`config.mk`:
```
export PLATFORM = sky130hd
export DESIGN_NAME = keypad_entry
export DESIGN_NICKNAME = d
export VERILOG_FILES = /design/src/rtl/keypad_entry_pkg.sv /design/src/rtl/cdiv_tick.sv /design/src/rtl/keypad_scanner.sv /design/src/rtl/keypad_entry.sv
export SDC_FILE = /design/constraint.sdc
export NUM_CORES = 1
export LEC_CHECK = 0
export CAP_MARGIN = 20
export CORE_MARGIN = 2
export CORE_UTILIZATION = 53
export DETAILED_ROUTE_END_ITERATION = 10
export PLACE_DENSITY_LB_ADDON = 0.08
export SLEW_MARGIN = 20
export SYNTH_ARGS = -nofsm -noshare
export SYNTH_HDL_FRONTEND = slang
export SYNTH_SLANG_ARGS = --single-unit
```
`constraint.sdc`:
```
create_clock -name clk -period 4.9 [get_ports clk]
set_input_delay 0.98 -clock clk [delete_from_list [all_inputs] [get_ports clk]]
set_output_delay 0.98 -clock clk [all_outputs]
set_load 0.02 [all_outputs]
```
`src/rtl/keypad_entry_pkg.sv`:
```
// keypad_entry_pkg: key codes, scanner states and key map shared by the keypad entry path.
package keypad_entry_pkg;
  typedef enum logic [1:0] {SCAN, DEBOUNCE, HELD} scan_state_t;
  localparam logic [3:0] KEY_CLR = 4'hA;
  localparam logic [3:0] KEY_BS  = 4'hE;
  localparam logic [3:0] KEY_ENT = 4'hF;
  localparam int NUM_DIGITS = 4;
  // nibble {row,col} holds the key code; row 0 col 0 is the LSB nibble
  localparam logic [63:0] KEY_LUT = 64'hDF0E_C987_B654_A321;
  function automatic logic [3:0] key_lookup(input logic [1:0] row, input logic [1:0] col);
    return KEY_LUT[{row, col, 2'b00} +: 4];
  endfunction
endpackage

```
`src/rtl/cdiv_tick.sv`:
```
// cdiv_tick: one-clock tick every DIV clocks.
module cdiv_tick #(
  parameter int DIV = 10_000
) (
  input  logic i_clk,
  input  logic i_rst_n,
  output logic o_tick
);
  localparam int W = DIV > 1 ? $clog2(DIV) : 1;
  logic [W-1:0] r_cnt;
  logic         w_wrap;
  assign w_wrap = r_cnt == W'(DIV - 1);
  always_ff @(posedge i_clk or negedge i_rst_n) begin
    if (!i_rst_n) begin
      r_cnt  <= '0;
      o_tick <= 1'b0;
    end else begin
      o_tick <= w_wrap;
      r_cnt  <= w_wrap ? '0 : r_cnt + 1'b1;
    end
  end
endmodule

```
`src/rtl/keypad_scanner.sv`:
```
// keypad_scanner: row synchroniser, column rotation and press/release debounce for a 4x4 keypad.
module keypad_scanner
  import keypad_entry_pkg::*;
#(
  parameter int DEBOUNCE_TICKS = 4
) (
  input  logic       i_clk,
  input  logic       i_rst_n,
  input  logic       i_tick,
  input  logic [3:0] i_row,
  output logic [3:0] o_col,
  output logic       o_valid,
  output logic [3:0] o_code
);
  localparam int CW = $clog2(DEBOUNCE_TICKS);
  scan_state_t r_state;
  logic [3:0]  r_s1, r_s2;
  logic [1:0]  r_ri;
  logic [CW-1:0] r_cnt;
  logic [3:0]  w_low, w_rot;
  logic        w_one, w_same;
  logic [1:0]  w_ri, w_ci;
  assign w_low  = ~r_s2;
  assign w_one  = (w_low != 4'h0) && ((w_low & (w_low - 4'h1)) == 4'h0);
  assign w_ri   = w_low[1] ? 2'd1 : w_low[2] ? 2'd2 : w_low[3] ? 2'd3 : 2'd0;
  assign w_ci   = !o_col[1] ? 2'd1 : !o_col[2] ? 2'd2 : !o_col[3] ? 2'd3 : 2'd0;
  assign w_same = r_s2 == ~(4'b0001 << r_ri);
  assign w_rot  = {o_col[2:0], o_col[3]};
  always_ff @(posedge i_clk or negedge i_rst_n) begin
    if (!i_rst_n) begin
      r_s1    <= 4'hF;
      r_s2    <= 4'hF;
      r_state <= SCAN;
      r_ri    <= 2'd0;
      r_cnt   <= '0;
      o_col   <= 4'b1110;
      o_valid <= 1'b0;
      o_code  <= 4'h0;
    end else begin
      r_s1    <= i_row;
      r_s2    <= r_s1;
      o_valid <= 1'b0;
      if (i_tick) begin
        case (r_state)
          SCAN: begin
            if (w_one) begin
              r_ri    <= w_ri;
              r_cnt   <= '0;
              r_state <= DEBOUNCE;
            end else o_col <= w_rot;
          end
          DEBOUNCE: begin
            if (!w_same) begin
              o_col   <= w_rot;
              r_state <= SCAN;
            end else if (r_cnt == CW'(DEBOUNCE_TICKS - 2)) begin
              o_valid <= 1'b1;
              o_code  <= key_lookup(r_ri, w_ci);
              r_cnt   <= '0;
              r_state <= HELD;
            end else r_cnt <= r_cnt + 1'b1;
          end
          HELD: begin
            // release needs an unbroken run of idle rows; column stays put until then
            if (r_s2 != 4'hF) r_cnt <= '0;
            else if (r_cnt == CW'(DEBOUNCE_TICKS - 1)) begin
              o_col   <= w_rot;
              r_state <= SCAN;
            end else r_cnt <= r_cnt + 1'b1;
          end
          default: r_state <= SCAN;
        endcase
      end
    end
  end
endmodule

```
`src/rtl/keypad_entry.sv`:
```
// keypad_entry: scanned keypad to 4-digit BCD entry with live binary value and commit on Enter.
module keypad_entry
  import keypad_entry_pkg::*;
#(
  parameter int DIV_SCAN       = 10_000,
  parameter int DEBOUNCE_TICKS = 4
) (
  input  logic        clk,
  input  logic        rst,
  input  logic [3:0]  key_row,
  output logic [3:0]  key_col,
  output logic        key_valid,
  output logic [3:0]  key_code,
  output logic [13:0] entry_val,
  output logic [13:0] out_val,
  output logic        out_valid
);
  logic        w_tick;
  logic [15:0] r_bcd;
  logic [2:0]  r_cnt;
  cdiv_tick #(.DIV(DIV_SCAN)) u_div (
    .i_clk(clk), .i_rst_n(rst), .o_tick(w_tick)
  );
  keypad_scanner #(.DEBOUNCE_TICKS(DEBOUNCE_TICKS)) u_scan (
    .i_clk(clk), .i_rst_n(rst), .i_tick(w_tick), .i_row(key_row),
    .o_col(key_col), .o_valid(key_valid), .o_code(key_code)
  );
  assign entry_val = 14'(r_bcd[15:12]) * 14'd1000 + 14'(r_bcd[11:8]) * 14'd100
                   + 14'(r_bcd[7:4]) * 14'd10 + 14'(r_bcd[3:0]);
  always_ff @(posedge clk or negedge rst) begin
    if (!rst) begin
      r_bcd     <= 16'h0;
      r_cnt     <= 3'd0;
      out_val   <= 14'd0;
      out_valid <= 1'b0;
    end else begin
      out_valid <= 1'b0;
      if (key_valid) begin
        if (key_code < 4'd10) begin
          if (r_cnt < 3'(NUM_DIGITS)) begin
            r_bcd <= {r_bcd[11:0], key_code};
            r_cnt <= r_cnt + 3'd1;
          end
        end else if (key_code == KEY_BS) begin
          if (r_cnt != 3'd0) begin
            r_bcd <= {4'h0, r_bcd[15:4]};
            r_cnt <= r_cnt - 3'd1;
          end
        end else if (key_code == KEY_CLR) begin
          r_bcd <= 16'h0;
          r_cnt <= 3'd0;
        end else if (key_code == KEY_ENT) begin
          out_val   <= entry_val;
          out_valid <= 1'b1;
          r_bcd     <= 16'h0;
          r_cnt     <= 3'd0;
        end
      end
    end
  end
endmodule

```
==> flow_summary.ini <==
[sta]
fmax_mhz = 183
hold_violations = 0
period_needed_ps = 5470
rsz0062_at_grt = yes
slew_viol_final = 0
finalWorstSetupSlack_ps = -567
relSlewSlack_pct = 41.8
period_share_pct = 112
worst_clock_skew_ps = 12.4
setup_tns_ps = -2490
setup_viol = 6
worst_pin_slew_ps = 874

[floorplanning]
floorplan.initialDensity_pct = 54.5
rows = 35
ios = 44
die_w_um = 102
die_h_um = 102
coreArea_mm2 = 0.00924
dieArea_mm2 = 0.0103

[cts]
clk_pin_slew_ps = 80
cts_buffers = 9
h-tree-depth = 3
clk_latency_ps = 360
clkSinkCount = 72
cts_tree = yes
clock_path_buffers = 2
cts_root_buf = clkbuf_8

[yosys]
synth_cells = 495
ys.flop_type = dfrtp_1
synth-seq-cells = 72
yosysSeqAreaShare_pct = 36.0
netlist.area_leader.share_pct = 30.3
synth_area_mm2 = 0.00504
synth_edf_count = 0
syn_nets = 580
ys_async_sr_fraction_pct = 100
ys_top_cells_by_count = ha_1 (62), dfrtp_1 (61), inv_1 (58)
ys_types = 56
yosys-top-cells-area = dfrtp_1 (30%), ha_1 (15%), fa_1 (6.8%)
synth.most_common_cell = ha_1
avgSynthCellArea_um2 = 10.2
synth_area_leader_cell = dfrtp_1
ys_warn_count = 0

[worst_setup_path]
reg2reg_depth = 18
reg2reg_slack_ps = 530
critical_path_arrival_ps = 4490
path_max_fanout = 3
path_class = reg2out
rr_startpoint = r_bcd[14]
required_ps = 3920
worstSetupStartpoint = r_bcd[14]
crit_path_end = entry_val[13]
regToRegEndpoint = out_val[13]
start_kind = register
crit_path_end_kind = primary output

[min_path]
min_path_type = reg2reg

[cells_and_area]
fillerInstances = 702
syn2layout_area_growth_pct = 28.8
drive_above_1_share_pct = 27.2
num-nets-final = 679
n_antenna_cell = 0
finalCoreUtilization_pct = 70.3

[placement]
pre_cts_ws_ps = -680
dp_hpwl_mm = 8.17
port_buffers = 43
place_congestion = 0.862

[route]
ant_nets = 0
route.detailed.drc = 0
drt_first_pass_iters = 4
vias_per_cell = 5.22
drt-total-wl_mm = 11.4
drt_iter0_drc = 123
post_drt_wl_per_cell_um = 15.6
vias = 3801

[global_route]
grt_pass1_vias = 4016
gr-usage-all-layers_pct = 23.6
grt_start_max_net_pins = 41
antenna_found_initial = 0
grt_pass1_wl_mm = 18.9
overflow = 0

[job]
cap_violations = 0

[power_and_ir_drop]
p_leak_nw = 3.31
power.density_mw_per_mm2 = 172
peakVddDrop_mv = 0.177

[status]
status = finished with violations
violations = negative setup slack
layer usage:
layer | share of wire, % | routed length [µm] | track usage (%) | vias to the layer above
met5 | 0 | 0 | 0 | -
met4 | 1.8 | 202 | 7.07 | 0
met3 | 2.7 | 304 | 4.28 | 14
met2 | 52 | 5930 | 42.0 | 51
met1 | 43 | 4920 | 29.0 | 1856
li1 | - | - | - | 1880
metrics by stage:
stage	area [µm²]	power (mW)	cells	hold WS, ps
finish	6490	1.12	728	356
detailed placement	5940	0.639	698	347
global route	6490	1.16	728	360
CTS	6400	1.13	723	358
floorplan	5100	0.622	495	345
global placement	5940	0.639	698	346
critical path, cell delays in order, from the launching register on:
cell and delay [ps]:
dfrtp_2 430, fa_1 570, inv_2 50, fa_1 490, inv_2 50, ha_4 210
nor2b_4 120, o21ai_2 160, nand2_1 80, xnor2_1 130, ha_1 310, ha_4 280
ha_4 190, a21o_1 170, a21oi_2 160, mux2i_1 220, nand4b_1 160, xor2_2 200
buf_6 140
cell type report:
type	instances	area, µm²	area share (%)
clock buffer	10	138	2.12
timing repair buffer	101	860	13.2
tap	129	161	2.49
sequential	72	1820	28.0
multi-input combinational	352	3230	49.8
clock inverter	6	67.6	1.04
inverter	58	218	3.35
cells in the final DEF (no fill, tap or decap), drive strengths merged, types with 2 or more instances in the layout:
cell type      instances
mux2i                 13
nor2b                 10
xnor2                 18
inv                   59
a22o                   5
o21ai                 22
a21oi                 21
clkdlybuf4s50         33
fa                    17
nor2                  19
o211ai                 3
nand2                 54
a31oi                  6
nand4                  5
a22oi                  3
o21bai                 3
and2                   2
nor3                   6
nand3                 10
dfstp                 11
nand2b                 6
clkbuf                11
xor2                  13
o22ai                  2
mux2                  22
dfrtp                 61
nand4b                 2
ha                    62
and3                   4
buf                   66
clkinvlp               2
clkinv                 2
a21o                   7
worst min path at each step:
| stage | from | to | slack (ps) | cells past startpoint |
|---|---|---|---|---|
| after detailed placement | u_scan.r_s1[2] | u_scan.r_s2[2] | 350 | 0 |
| after CTS | u_scan.r_s1[2] | u_scan.r_s2[2] | 360 | 0 |
| after global placement | u_scan.r_s1[0] | u_scan.r_s2[0] | 350 | 0 |
| after floorplan | u_scan.r_s1[0] | u_scan.r_s2[0] | 350 | 0 |
| after global routing | u_scan.r_s1[2] | u_scan.r_s2[2] | 360 | 0 |
| final | u_scan.r_s1[3] | u_scan.r_s2[3] | 360 | 0 |
logic make-up (layout without fill, tap and decap cells):
kind of cell | after synthesis | after routing | share of synthesized area [%]
buffers and inverters | 71 | 175 | 5.96
AO/OA/AOI/OAI | 82 | 82 | 10.3
flip-flops | 72 | 72 | 36.0
multiplexers | 35 | 35 | 7.65
adder cells (fa/ha/maj) | 79 | 79 | 22.1
XOR/XNOR | 31 | 31 | 5.39
AND/OR/NAND/NOR | 125 | 125 | 12.6
what timing repair did:
item / 4_1_cts / 5_1_grt
pin swaps: 23 / 12
hold buffers: 0 / 0
setup buffers: 9 / 5
gates cloned: 0 / 0
endpoints found under the setup margin: 8 / 9
resized for setup: 66 / 14
sequential cells by signal, indices dropped and copies added, names as in the netlist, 3 cells and up:
signal	flops
u_div.r_cnt	14
u_scan.o_code	4
r_bcd	16
r_cnt	3
u_scan.r_s1	4
u_scan.o_col	4
u_scan.r_s2	4
out_val	14
power breakdown:
| group | internal, mW | switching, mW |
|---|---|---|
| clock network | 0.251 | 0.238 |
| registers | 0.600 | 0.00393 |
| logic | 0.00728 | 0.0158 |
| total | 0.858 | 0.258 |
No activity file was read; power rests on OpenSTA's default activity.
